$ cat src/rtl/f1_light_monitor_pkg.sv
// Shared types and constants for the F1 start-light monitor: FSM state encoding,
// the all-off / all-lit patterns and the level-to-thermometer mapping.
package f1_pkg;

   typedef enum logic [2:0] {
      MON_IDLE   = 3'd0,
      MON_BUILD  = 3'd1,
      MON_ARMED  = 3'd2,
      MON_TIMING = 3'd3,
      MON_DONE   = 3'd4,
      MON_FAULT  = 3'd5
   } mon_state_t;

   localparam logic [7:0] LIGHTS_OFF = 8'h00;
   localparam logic [7:0] LIGHTS_ALL = 8'hFF;
   localparam int         NUM_LIGHTS = 8;

   // Levels above 8 clamp to the fully lit bar.
   function automatic logic [7:0] level_to_pattern(input logic [3:0] lvl);
      logic [8:0] ones;
      if (lvl >= 4'd8) begin
         ones = 9'h0FF;
      end else begin
         ones = (9'd1 << lvl) - 9'd1;
      end
      return ones[7:0];
   endfunction

endpackage

$ cat src/rtl/f1_light_monitor_if.sv
// Signal bundle between the light-sequence side (master) and the monitor (slave),
// including a debug view of the monitor FSM state.
interface f1_light_monitor_if
   import f1_pkg::*;
#(
   parameter int CNT_WIDTH = 16
);

   // Inputs to the monitor
   logic [7:0]           lights;
   logic                 trigger;
   logic                 clr;

   // Results. reaction_valid is a sticky qualifier, not a handshake: once high,
   // reaction_time is stable until clr or rst; there is no ready/back-pressure.
   logic [3:0]           level;
   logic                 go;
   logic                 reaction_valid;
   logic [CNT_WIDTH-1:0] reaction_time;
   logic                 timeout;
   logic                 jump_start;
   logic                 seq_error;

   mon_state_t           state;

   modport master (
      output lights, trigger, clr,
      input  level, go, reaction_valid, reaction_time,
      input  timeout, jump_start, seq_error, state
   );

   modport slave (
      input  lights, trigger, clr,
      output level, go, reaction_valid, reaction_time,
      output timeout, jump_start, seq_error, state
   );

endinterface

$ cat src/rtl/f1_light_monitor_thermo_decode.sv
// Combinational thermometer decoder: number of lit lights and whether the
// pattern is a legal contiguous-from-bit-0 thermometer code.
module thermo_decode
   import f1_pkg::*;
(
   input  logic [7:0] lights,
   output logic [3:0] count,
   output logic       legal
);

   always_comb begin
      count = 4'd0;
      legal = 1'b0;
      for (int i = 0; i <= NUM_LIGHTS; i++) begin
         if (lights == level_to_pattern(4'(i))) begin
            count = 4'(i);
            legal = 1'b1;
         end
      end
   end

endmodule

$ cat src/rtl/f1_light_monitor.sv
// Start-light monitor: follows the light bar from 0 to 8 lit, detects lights
// out, times the driver's reaction and flags jump starts, bad sequences and timeouts.
module f1_light_monitor
   import f1_pkg::*;
#(
   parameter int CNT_WIDTH = 16
) (
   input logic              clk,
   input logic              rst,
   f1_light_monitor_if.slave bus
);

   localparam logic [CNT_WIDTH-1:0] CNT_MAX = '1;

   mon_state_t           state_q, state_d;
   logic [3:0]           level_q, level_d;
   logic                 go_q, go_d;
   logic                 rv_q, rv_d;
   logic [CNT_WIDTH-1:0] rt_q, rt_d;
   logic                 to_q, to_d;
   logic                 js_q, js_d;
   logic                 se_q, se_d;
   logic [CNT_WIDTH-1:0] cnt_q, cnt_d;

   logic [3:0]           dec_count;
   logic                 dec_legal;
   logic [3:0]           level_up;
   logic [CNT_WIDTH-1:0] cnt_inc;
   logic                 is_same;
   logic                 is_next;

   thermo_decode u_decode (
      .lights (bus.lights),
      .count  (dec_count),
      .legal  (dec_legal)
   );

   assign level_up = level_q + 4'd1;
   assign cnt_inc  = cnt_q + {{(CNT_WIDTH-1){1'b0}}, 1'b1};
   assign is_same  = dec_legal && (dec_count == level_q);
   assign is_next  = dec_legal && (dec_count == level_up);

   always_ff @(posedge clk or posedge rst) begin
      if (rst) begin
         state_q <= MON_IDLE;
         level_q <= 4'd0;
         go_q    <= 1'b0;
         rv_q    <= 1'b0;
         rt_q    <= '0;
         to_q    <= 1'b0;
         js_q    <= 1'b0;
         se_q    <= 1'b0;
         cnt_q   <= '0;
      end else begin
         state_q <= state_d;
         level_q <= level_d;
         go_q    <= go_d;
         rv_q    <= rv_d;
         rt_q    <= rt_d;
         to_q    <= to_d;
         js_q    <= js_d;
         se_q    <= se_d;
         cnt_q   <= cnt_d;
      end
   end

   always_comb begin
      state_d = state_q;
      level_d = level_q;
      go_d    = 1'b0;
      rv_d    = rv_q;
      rt_d    = rt_q;
      to_d    = to_q;
      js_d    = js_q;
      se_d    = se_q;
      cnt_d   = cnt_q;

      if (bus.clr) begin
         state_d = MON_IDLE;
         level_d = 4'd0;
         rv_d    = 1'b0;
         rt_d    = '0;
         to_d    = 1'b0;
         js_d    = 1'b0;
         se_d    = 1'b0;
         cnt_d   = '0;
      end else begin
         case (state_q)
            MON_IDLE: begin
               level_d = 4'd0;
               if (bus.lights == LIGHTS_OFF) begin
                  state_d = MON_IDLE;
               end else if (dec_legal && dec_count == 4'd1) begin
                  state_d = MON_BUILD;
                  level_d = 4'd1;
               end else begin
                  state_d = MON_FAULT;
                  se_d    = 1'b1;
               end
            end

            // The button is checked before the lights so a press during the
            // build is always a jump start, whatever the bar shows.
            MON_BUILD: begin
               if (bus.trigger) begin
                  state_d = MON_FAULT;
                  level_d = 4'd0;
                  js_d    = 1'b1;
               end else if (is_same) begin
                  state_d = MON_BUILD;
               end else if (is_next) begin
                  level_d = level_up;
                  if (level_up == 4'd8) begin
                     state_d = MON_ARMED;
                  end
               end else begin
                  state_d = MON_FAULT;
                  level_d = 4'd0;
                  se_d    = 1'b1;
               end
            end

            MON_ARMED: begin
               if (bus.trigger) begin
                  state_d = MON_FAULT;
                  level_d = 4'd0;
                  js_d    = 1'b1;
               end else if (bus.lights == LIGHTS_ALL) begin
                  state_d = MON_ARMED;
               end else if (bus.lights == LIGHTS_OFF) begin
                  state_d = MON_TIMING;
                  level_d = 4'd0;
                  cnt_d   = '0;
                  go_d    = 1'b1;
               end else begin
                  state_d = MON_FAULT;
                  level_d = 4'd0;
                  se_d    = 1'b1;
               end
            end

            // A trigger on the saturating edge wins over the timeout.
            MON_TIMING: begin
               level_d = 4'd0;
               if (bus.trigger) begin
                  state_d = MON_DONE;
                  rt_d    = cnt_inc;
                  rv_d    = 1'b1;
               end else if (cnt_inc == CNT_MAX) begin
                  state_d = MON_DONE;
                  cnt_d   = cnt_inc;
                  rt_d    = CNT_MAX;
                  rv_d    = 1'b1;
                  to_d    = 1'b1;
               end else begin
                  cnt_d   = cnt_inc;
               end
            end

            MON_DONE: begin
               state_d = MON_DONE;
            end

            MON_FAULT: begin
               state_d = MON_FAULT;
               level_d = 4'd0;
            end

            default: begin
               state_d = MON_FAULT;
               level_d = 4'd0;
               se_d    = 1'b1;
            end
         endcase
      end
   end

   assign bus.level          = level_q;
   assign bus.go             = go_q;
   assign bus.reaction_valid = rv_q;
   assign bus.reaction_time  = rt_q;
   assign bus.timeout        = to_q;
   assign bus.jump_start     = js_q;
   assign bus.seq_error      = se_q;
   assign bus.state          = state_q;

endmodule

$ cat src/flat_wrapper.sv
// flat-port wrapper written by rule: the top's interface ports become plain ports
module f1_light_monitor_flat import f1_pkg::*;
#(
   parameter int CNT_WIDTH = 16
)
  (clk, rst, bus_lights, bus_trigger, bus_clr, bus_level, bus_go, bus_reaction_valid, bus_reaction_time, bus_timeout, bus_jump_start, bus_seq_error, bus_state);
  f1_light_monitor_if #(.CNT_WIDTH(CNT_WIDTH)) bus_i ();
  input logic clk;
  input logic rst;
  input wire logic [$bits(bus_i.lights)-1:0] bus_lights;
  input wire logic [$bits(bus_i.trigger)-1:0] bus_trigger;
  input wire logic [$bits(bus_i.clr)-1:0] bus_clr;
  output wire logic [$bits(bus_i.level)-1:0] bus_level;
  output wire logic [$bits(bus_i.go)-1:0] bus_go;
  output wire logic [$bits(bus_i.reaction_valid)-1:0] bus_reaction_valid;
  output wire logic [$bits(bus_i.reaction_time)-1:0] bus_reaction_time;
  output wire logic [$bits(bus_i.timeout)-1:0] bus_timeout;
  output wire logic [$bits(bus_i.jump_start)-1:0] bus_jump_start;
  output wire logic [$bits(bus_i.seq_error)-1:0] bus_seq_error;
  output wire logic [$bits(bus_i.state)-1:0] bus_state;
  assign bus_i.lights = bus_lights;
  assign bus_i.trigger = bus_trigger;
  assign bus_i.clr = bus_clr;
  assign bus_level = bus_i.level;
  assign bus_go = bus_i.go;
  assign bus_reaction_valid = bus_i.reaction_valid;
  assign bus_reaction_time = bus_i.reaction_time;
  assign bus_timeout = bus_i.timeout;
  assign bus_jump_start = bus_i.jump_start;
  assign bus_seq_error = bus_i.seq_error;
  assign bus_state = bus_i.state;
  f1_light_monitor #(.CNT_WIDTH(CNT_WIDTH)) u_core (.clk(clk), .rst(rst), .bus(bus_i));
endmodule
$ cat config.mk
export PLATFORM = sky130hd
export DESIGN_NAME = f1_light_monitor_flat
export DESIGN_NICKNAME = d
export VERILOG_FILES = /design/src/rtl/f1_light_monitor_pkg.sv /design/src/rtl/f1_light_monitor_if.sv /design/src/rtl/f1_light_monitor_thermo_decode.sv /design/src/rtl/f1_light_monitor.sv /design/src/flat_wrapper.sv
export SDC_FILE = /design/constraint.sdc
export NUM_CORES = 1
export LEC_CHECK = 0
export ABC_CLOCK_PERIOD_IN_PS = 3200
export BUFFER_PORTS_ARGS = -buffer_cell sky130_fd_sc_hd__buf_2
export CORE_MARGIN = 4
export CORE_UTILIZATION = 58
export DETAILED_ROUTE_END_ITERATION = 16
export HOLD_SLACK_MARGIN = 0.03
export PLACE_DENSITY = 0.88
export SKIP_CTS_REPAIR_TIMING = 1
export SYNTH_ARGS = -nofsm -noshare
export SYNTH_HDL_FRONTEND = slang
export SYNTH_HIERARCHICAL = 1
export SYNTH_SLANG_ARGS = --single-unit
$ cat constraint.sdc
create_clock -name clk -period 3.2 [get_ports clk]
set_input_delay 0.16 -clock clk [delete_from_list [all_inputs] [get_ports clk]]
set_output_delay 0.16 -clock clk [all_outputs]
set_load 0.005 [all_outputs]
==> summary.txt <==
Run status
  • Outcome: finished, final reports clean

Power and ir drop
  • Sw frac: 0.269
  • Sequential power share: 0.553
  • Lkg Pwr: 1.39 nW
  • Peak VDD IR: 0.294 mV
  • Clock power frac: 0.363
  • PwrDens: 313 nW/um2
  • Net Sw Power: 0.274 mW
  • Int Power: 0.747 mW
  • Combinational Power Share: 0.085

Worst setup path
  • Crit Path Class: reg -> reg
  • Critical path peak fanout: 16
  • Critical path depth: 7
  • Crit end category: flip-flop
  • Critical Path End: u_core/bus.reaction_valid
  • Worst R2R Setup Slack: 440 ps
  • Cell Chain, Critical Path: ha_1 -> and3_2 -> o211ai_1 -> a32oi_1 -> nor4_1 -> nand2_1 -> a211oi_1
  • Top delay family on crit path: simple AND/OR/NAND/NOR gates
  • Reg2Reg Depth: 7
  • CP Launch Point: u_core/cnt_q[0]
  • Worst setup SP type: flip-flop
  • Max stage delay on crit path: 490 ps
  • Slowest stage cell, crit path: dfrtp_1
  • Worst r2r src: u_core/cnt_q[0]
  • WP buf/inv: 0
  • WP data required: 3400 ps
  • WP data arrival: 2960 ps
  • RR Endpoint: u_core/bus.reaction_valid

Logic synthesis
  • Yosys reg bits: 44
  • Yosys Warn Count: 6
  • Cell variety after synth: 60
  • Dominant cell type by area after synthesis: dfrtp_1
  • Top_reg_cell synth: dfrtp_1
  • Asr flop ratio synth: 1.00
  • Post-synth top area share: 0.370
  • Cell Area, Synth: 2980 um2
  • Synth Instances: 364
  • Seq/Total Area, Yosys: 0.370
  • EDFF count, synth: 0
  • Syn Area/Cell: 8.18 um2
  • Synth area leaders: dfrtp_1, o21ai_0, a21oi_1
  • Syn_nets: 379

Floorplan
  • Die Ht: 79.7 um
  • Rows: 25
  • Io pins: 40
  • Initial Utilization: 0.614
  • Die W: 79.7 um
  • Die Footprint: 6340 um2
  • Core Area: 4850 um2

Clocking
  • CTS Buf Count: 5
  • Root Buffer: clkbuf_8
  • TritonCTS clock tree: done
  • CTS sink count: 44
  • Clock transition at path regs: 100 ps
  • H-tree depth: 2
  • Maximum root-to-sink buffer count: 2
  • Clock insertion delay at the later pin of the skew report: 300 ps

Finish
  • Commonest non-fill, non-tap cell in the layout: dfrtp_1
  • Final #Nets: 405
  • Diodes inserted: 0
  • Area added between synthesis and finish: 9.50%
  • Final cell count without fillers: 458
  • Most frequent cells in the layout: dfrtp_1, nor2_1, buf_2, o21ai_0, a21oi_1
  • Share of cells above drive strength 1: 0.161
  • Fillers: 384

Timing
  • Final setup violation count: 0
  • Post-route setup TNS: 0 ps
  • Worst-Margin Slew: 644 ps
  • Final worst slack: 438 ps
  • RSZ-0062 raised after global routing: false
  • Max-slew violations: 0
  • Clk_skew: 13.2 ps
  • Relative slew slack: 0.571
  • Min Tclk post-route: 2760 ps
  • Final hold vios: 0
  • Fin crit share: 0.863
  • Hold slack: 278 ps
  • Peak Freq: 362 MHz

Global route
  • Gr ovfl total: 0
  • Vias in the first global route: 2617
  • Largest net degree at the start of global routing: 40
  • GRT Util Overall: 0.249
  • Initial antenna violation count: 0
  • First-pass GRT wire length: 12800 um

Routing
  • Routed wire length: 7410 um
  • Residual DRC count: 0
  • Wirelength per Cell: 16.2 um
  • Vias/cell: 6.30
  • Starting DRT DRC Count: 376
  • Vias: 2885
  • First-pass DRT Iterations: 5
  • Post-route antenna net violation count: 0

Run
  • Max Cap Viol: 0

Place
  • Post-DP HPWL: 5160 um
  • Placed cell count: 449
  • Pre-CTS setup slack: 535 ps
  • # port buffers: 39
  • GPL Wtd Cong: 0.992

Hold path
  • Hold Crit Class: in -> async
cell families (layout without fill, tap and decap cells):
group,Yosys count,count (layout),synth area share
compound gates,115,115,0.236
xor+xnor,23,23,0.0723
fa+ha+maj,3,3,0.0126
buf+inv,34,61,0.0538
flops,44,44,0.370
mux,1,1,0.00336
simple gates,144,144,0.253
layer usage:
layer	global-route usage	part of all wire	wire length, um
met5	0	0	0
met4	0.0687	0.011	82
met3	0.0339	0.078	575
met2	0.365	0.44	3300
met1	0.383	0.47	3460
worst register-to-register path, cell delays in order (launching register included):
cell      delay (ps)
dfrtp_1          490
ha_1             330
and3_2           320
o211ai_1         200
a32oi_1          160
nor4_1           380
nand2_1          420
a211oi_1         350
worst min-delay path by stage:
| stage | to | slack [ps] | start |
|---|---|---|---|
| after CTS | u_core/bus.level[0] | -280 | rst |
| after floorplan | u_core/cnt_q[8] | 390 | bus_clr |
| after global placement | u_core/bus.seq_error | 50 | rst |
| after global routing | u_core/bus.seq_error | 290 | rst |
| after detailed placement | u_core/bus.seq_error | 50 | rst |
| final | u_core/bus.level[0] | 280 | rst |
registers in the layout (all words and copies together), names as in the netlist:
| name | count |
|---|---|
| u_core/bus.go | 1 |
| u_core/bus.jump_start | 1 |
| u_core/bus.level | 4 |
| u_core/bus.reaction_time | 16 |
| u_core/bus.reaction_valid | 1 |
| u_core/bus.seq_error | 1 |
| u_core/bus.state | 3 |
| u_core/bus.timeout | 1 |
| u_core/cnt_q | 16 |
cell usage after synthesis, types with 3 or more instances:
library cell / number
nor2_1: 41
xnor2_1: 15
and2_1: 8
a22o_1: 4
or3_1: 4
and4_1: 3
nand3_1: 11
or4_1: 5
nor4_1: 6
a21oi_1: 36
nor3_1: 9
inv_1: 10
o211ai_1: 4
clkbuf_1: 15
buf_6: 3
nand2b_1: 4
nand4_1: 8
a31oi_1: 4
dfrtp_1: 44
and3_1: 3
o21ai_0: 37
ha_1: 3
nand2_1: 27
or2_2: 3
a211oi_1: 3
xor2_1: 7
o31ai_1: 5
o22ai_1: 3
stage by stage:
step / area (um2) / utilization / power (mW)
after floorplan: 2980 / - / 0.630
after global placement: 3160 / 0.651 / 0.658
after detailed placement: 3160 / 0.651 / 0.660
after CTS: 3250 / 0.670 / 1.03
after global routing: 3260 / 0.673 / 1.07
final: 3260 / 0.673 / 1.02
layout make-up:
type | instances | area (um2) | share of cell area
timing repair buffer | 43 | 228 | 0.0698
multi-input combinational | 286 | 1720 | 0.526
clock buffer | 5 | 68.8 | 0.0211
sequential | 44 | 1100 | 0.338
inverter | 10 | 37.5 | 0.0115
clock inverter | 3 | 25.0 | 0.00767
tap | 67 | 83.8 | 0.0257
power groups by stage:
stage                     clock network [mW]  registers [mW]  logic (mW)
final                                  0.371           0.565      0.0864
after global routing                   0.406           0.565      0.0971
after CTS                              0.380           0.564      0.0849
after detailed placement                   0           0.576      0.0847
after global placement                     0           0.576      0.0822
after floorplan                            0           0.572      0.0579
No activity file was read; power rests on OpenSTA's default activity.
